File: src/rtl/rx_uart.sv
// Oversampling UART receiver: 2-flop line synchronizer, mid-bit sampling FSM,
// and a registered word/status output with a one-clk valid pulse.
module rx_uart #(
  parameter int INPUT_DATA_WIDTH = 8,
  parameter int PARITY_ENABLED   = 1,
  parameter int OVERSAMPLE       = 16
) (
  input  logic                        clk,
  input  logic                        reset,
  input  logic                        sample_tick,
  input  logic                        serial_in,
  output logic [INPUT_DATA_WIDTH-1:0] o_data,
  output logic                        o_valid,
  output logic                        o_parity_err,
  output logic                        o_framing_err,
  output logic                        o_busy
);

  // state  | meaning
  // IDLE   | line idle, waiting for a 0 on a tick
  // START  | counting to mid start bit to reject glitches
  // DATA   | sampling data bits, LSB first
  // PARITY | sampling the parity bit
  // STOP   | sampling the stop bit; result published one clk later
  // BREAK  | stop bit was 0, waiting for the line to return to 1
  typedef enum logic [2:0] {
    S_IDLE, S_START, S_DATA, S_PARITY, S_STOP, S_BREAK
  } state_t;

  localparam int TW = (OVERSAMPLE > 2) ? $clog2(OVERSAMPLE) : 1;
  localparam int BW = (INPUT_DATA_WIDTH > 1) ? $clog2(INPUT_DATA_WIDTH) : 1;
  localparam logic [TW-1:0] TICK_MID  = TW'(OVERSAMPLE / 2 - 1);
  localparam logic [TW-1:0] TICK_LAST = TW'(OVERSAMPLE - 1);
  localparam logic [BW-1:0] BIT_LAST  = BW'(INPUT_DATA_WIDTH - 1);

  state_t                      state, state_d;
  logic   [TW-1:0]             tick_cnt, tick_d;
  logic   [BW-1:0]             bit_cnt, bit_d;
  logic   [INPUT_DATA_WIDTH-1:0] shift, shift_d;
  logic                        par_acc, par_d;
  logic                        stop_bit, stop_d;
  logic                        done, done_d;
  logic                        sync0, rx_s;

  always_ff @(posedge clk) begin
    if (!reset) begin
      sync0         <= 1'b1;
      rx_s          <= 1'b1;
      state         <= S_IDLE;
      tick_cnt      <= '0;
      bit_cnt       <= '0;
      shift         <= '0;
      par_acc       <= 1'b0;
      stop_bit      <= 1'b1;
      done          <= 1'b0;
      o_data        <= '0;
      o_valid       <= 1'b0;
      o_parity_err  <= 1'b0;
      o_framing_err <= 1'b0;
    end else begin
      sync0    <= serial_in;
      rx_s     <= sync0;
      state    <= state_d;
      tick_cnt <= tick_d;
      bit_cnt  <= bit_d;
      shift    <= shift_d;
      par_acc  <= par_d;
      stop_bit <= stop_d;
      done     <= done_d;
      o_valid  <= done;
      // shift/par_acc are untouched until the next START mid-sample, so they are still intact here
      if (done) begin
        o_data        <= shift;
        o_parity_err  <= (PARITY_ENABLED != 0) ? par_acc : 1'b0;
        o_framing_err <= ~stop_bit;
      end
    end
  end

  always_comb begin
    state_d = state;
    tick_d  = tick_cnt;
    bit_d   = bit_cnt;
    shift_d = shift;
    par_d   = par_acc;
    stop_d  = stop_bit;
    done_d  = 1'b0;
    if (sample_tick) begin
      case (state)
        S_IDLE: begin
          if (!rx_s) begin
            state_d = S_START;
            tick_d  = '0;
          end
        end
        S_START: begin
          if (tick_cnt == TICK_MID) begin
            if (rx_s) begin
              state_d = S_IDLE;
            end else begin
              state_d = S_DATA;
              tick_d  = '0;
              bit_d   = '0;
              par_d   = 1'b0;
            end
          end else begin
            tick_d = tick_cnt + 1'b1;
          end
        end
        S_DATA: begin
          if (tick_cnt == TICK_LAST) begin
            tick_d = '0;
            shift_d = shift >> 1;
            shift_d[INPUT_DATA_WIDTH-1] = rx_s;
            par_d = par_acc ^ rx_s;
            if (bit_cnt == BIT_LAST)
              state_d = (PARITY_ENABLED != 0) ? S_PARITY : S_STOP;
            else
              bit_d = bit_cnt + 1'b1;
          end else begin
            tick_d = tick_cnt + 1'b1;
          end
        end
        S_PARITY: begin
          if (tick_cnt == TICK_LAST) begin
            tick_d  = '0;
            par_d   = par_acc ^ rx_s;
            state_d = S_STOP;
          end else begin
            tick_d = tick_cnt + 1'b1;
          end
        end
        S_STOP: begin
          if (tick_cnt == TICK_LAST) begin
            tick_d  = '0;
            stop_d  = rx_s;
            done_d  = 1'b1;
            state_d = rx_s ? S_IDLE : S_BREAK;
          end else begin
            tick_d = tick_cnt + 1'b1;
          end
        end
        S_BREAK: begin
          if (rx_s) state_d = S_IDLE;
        end
        default: state_d = S_IDLE;
      endcase
    end
  end

  assign o_busy = (state != S_IDLE);

endmodule

File: config.mk
export PLATFORM = sky130hd
export DESIGN_NAME = rx_uart
export DESIGN_NICKNAME = d
export VERILOG_FILES = /design/src/rtl/rx_uart.sv
export SDC_FILE = /design/constraint.sdc
export NUM_CORES = 1
export LEC_CHECK = 0
export BUFFER_PORTS_ARGS = -buffer_cell sky130_fd_sc_hd__buf_2
export CORE_MARGIN = 2
export CORE_UTILIZATION = 64
export CTS_BUF_LIST = sky130_fd_sc_hd__clkbuf_2 sky130_fd_sc_hd__clkbuf_4 sky130_fd_sc_hd__clkbuf_8
export DETAILED_ROUTE_END_ITERATION = 8
export PLACE_DENSITY = 0.89
export SYNTH_ARGS = -nofsm -noshare
export SYNTH_HDL_FRONTEND = slang
export SYNTH_SLANG_ARGS = --single-unit
File: constraint.sdc
create_clock -name clk -period 4.5 [get_ports clk]
set_input_delay 0.45 -clock clk [delete_from_list [all_inputs] [get_ports clk]]
set_output_delay 0.45 -clock clk [all_outputs]
set_load 0.01 [all_outputs]
==> impl_results.md <==
* Share of cells above drive strength 1 at between 10% and 20%
* Die area at around 0.0028 mm2
* Net Count, Synth at 174
* CP startpoint kind: flip-flop
* Instance area after placement at roughly 0.0016 mm2
* Final Cell Area at between 0.0015 and 0.002 mm2
* GRT Resource Usage Total at a little over a quarter
* Met1 Wirelength at 1.299 mm
* Reg power frac at a little under three fifths
* Tmin final at roughly 1.9 ns
* Via count at about 1300
* Post-synthesis sequential area ratio at 44.12%
* Combinational share of power at 2.9%
* R2R Path Start: tick_cnt[1]
* CP max stage delay at 0.47 ns
* CP endpoint kind: primary output
* Post-synth EDFFs at 0
* Yosys cell types at just over 40
* DRT Pass-1 Iters at 4
* Crit-path cells: nor3_1 > inv_1 > buf_2
* Worst EP required at roughly 4.1 ns
* Initial Util at 68.42%
* Clock Path Buffers at 2
* Net Sw Frac at 20.22%
* Run status: finished, final reports clean
* TritonCTS Buffers at 5
* Commonest non-fill, non-tap cell in the layout: dfxtp_1
* Hold path start: serial_in
* CP Data Arrival Time at around 1.4 ns
* Synth warn at 0
* Grt total ovfl at 0
* Hold Path Depth at 2
* Max cap viols at 0
* Initial antenna violation count at 0
* Vias in the first global route at 1126
* N_diodes at 0
* #FFs+latches synth at 34
* Clock-pin slew on the worst setup and hold paths at ~0.090 ns
* Initial drt markers at 34
* Yosys top cell by area: dfxtp_1
* IO Port Bufs at 15
* Die span in y at 53.10 um
* Peak supply drop at 0.0003182 V
* Antenna Nets Post-Route at 0
* Syn-to-layout area delta at 9.246%
* R2r setup slk at between 2 and 3 ns
* DR DRC count at 0
* Critical path's slowest cell: dfxtp_1
* Most frequent cells in the layout: dfxtp_1 (34), nor2_1 (24), mux2i_1 (20)
* Largest net degree at the start of global routing at 25
* Hold Path End: sync0
* Post-synth ARST share at 0%
* Worst skew pair latency at 0.33 ns
* Final Net Count at 186
* Via density at 6.184
* Clock power share at 41.4%
* Post-synth top flop: dfxtp_1
* RD Place Congestion at 0.8417
* Routed wire length at roughly 3.1 mm
* Average size of a mapped cell at just over 9 um2
* Leakage at about 0.00065 uW
* Peak Freq at 532.0 MHz
* Clock sink count at 34
* Critical path peak fanout at 15
* Final Max Tran Viols at 0
* Internal power at 435.6 uW
* Clk_skew at roughly 0.014 ns
* Pwr/cell area at 323.9 mW/mm2
* R2r endpoint: bit_cnt[1]
* CTS Hold Bufs at 0
* Final setup TNS at 0 ns
* Metal2 WL at around 1.5 mm
* Final hold vios at 0
* Worst slew margin at between 50% and 60%
* Worst Tran Pin Value at between 0.6 and 0.7 ns
* Placed wire-length estimate at around 2.1 mm
* Die Wd at around 53 um
* WL/cell at approximately 15 um
* First-pass GRT wire length at approximately 5.1 mm
* Row Count at 17
* Resize count post-CTS at 0
* Top cells by area, synth: dfxtp_1 (44%), mux2i_1 (13%), nor2_1 (5.8%)
* Met3 wire length at between 200 and 250 um
* Post-CTS Repair Setup Buffers at 0
* Max Used Layer: met4
* Min-delay worst type: in2reg
* Final setup vio count at 0
* Htree depth at 2
* Top-area cell type share of the netlist area at around 44%
* RSZ-0062 raised after global routing: no
* Sw power at ~110 uW
* Post-Synthesis Cells at 167
* Period utilization at 41.77%
* CTS tree: built
* Setup CP Type: reg2out
* R2R depth at 5
* Synthesized area at between 0.0015 and 0.002 mm2
* CTS Root Cell: clkbuf_4
* I/O pins at 16
* CORE AREA at approximately 0.0023 mm2
critical path: cells and delay by family (launching register included):
family	cells	cell delay (ns)
buffers and inverters	2	0.28
and+or+nand+nor	1	0.35
DFF	1	0.47
through the flow:
stage / worst slack (ns) / std cells / hold WS, ns / power, uW / utilization (%)
floorplan: 2.862 / 167 / 0.3863 / 323.1 / -
global placement: 2.664 / 200 / 0.3970 / 325.6 / 71.14
detailed placement: 2.569 / 200 / 0.4044 / 326.2 / 71.14
CTS: 2.622 / 207 / 0.2873 / 551.0 / 74.75
global route: 2.477 / 207 / 0.2974 / 564.6 / 74.75
finish: 2.620 / 207 / 0.3038 / 546.0 / 74.75
how the worst max path moves through the flow:
stage / startpoint / end
floorplan: bit_cnt[0] / state[0]
global placement: reset / bit_cnt[0]
detailed placement: reset / bit_cnt[0]
CTS: state[1] / o_busy
global route: tick_cnt[1] / shift[0]
finish: state[1] / o_busy
kinds of logic (layout without fill, tap and decap cells):
family | after synthesis | after routing | share of synthesized area, %
and+or+nand+nor | 65 | 65 | 22.39
DFF | 34 | 34 | 44.12
AOI/OAI and AO/OA | 29 | 29 | 13.14
muxes | 20 | 20 | 12.98
buffers and inverters | 15 | 27 | 4.379
adders and majority gates | 3 | 3 | 2.433
xor gates and xnor gates | 1 | 1 | 0.5678
layer usage:
metal,global-route usage [%],vias to the layer above
met3,7.345,6
met4,14.53,0
met1,31.08,590
li1,-,626
met2,41.67,58
met5,0,-
registers in the layout, indices dropped and copies added (netlist names):
signal,cells
bit_cnt,3
done,1
o_data,8
o_framing_err,1
o_parity_err,1
o_valid,1
par_acc,1
rx_s,1
shift,8
state,3
stop_bit,1
sync0,1
tick_cnt,4
final cells by class:
type                            count  area (um2)
Sequential cell                    34       680.7
Multi-Input combinational cell    118       794.5
Clock buffer                        6       51.30
Fill cell                         163       569.3
Tap cell                           28       35.03
Inverter                            5       18.77
Timing Repair Buffer               15       75.07
Clock inverter                      1       30.03
cells in the mapped netlist, types with 4 or more instances:
cell type and instances:
inv_1 5, nand3_1 7, clkbuf_1 4, a21oi_1 6
o21ai_0 7, dfxtp_1 34, nand2_1 10, mux2i_1 20
nor2_1 24
power groups by stage:
stage                     Clock, uW  Sequential, uW  Combinational [uW]
final                           226             304                16.0
after global routing            243             304                17.9
after CTS                       231             304                15.8
after detailed placement          0             311                15.5
after global placement            0             311                14.9
after floorplan                   0             309                13.9
No activity file was read; power rests on OpenSTA's default activity.
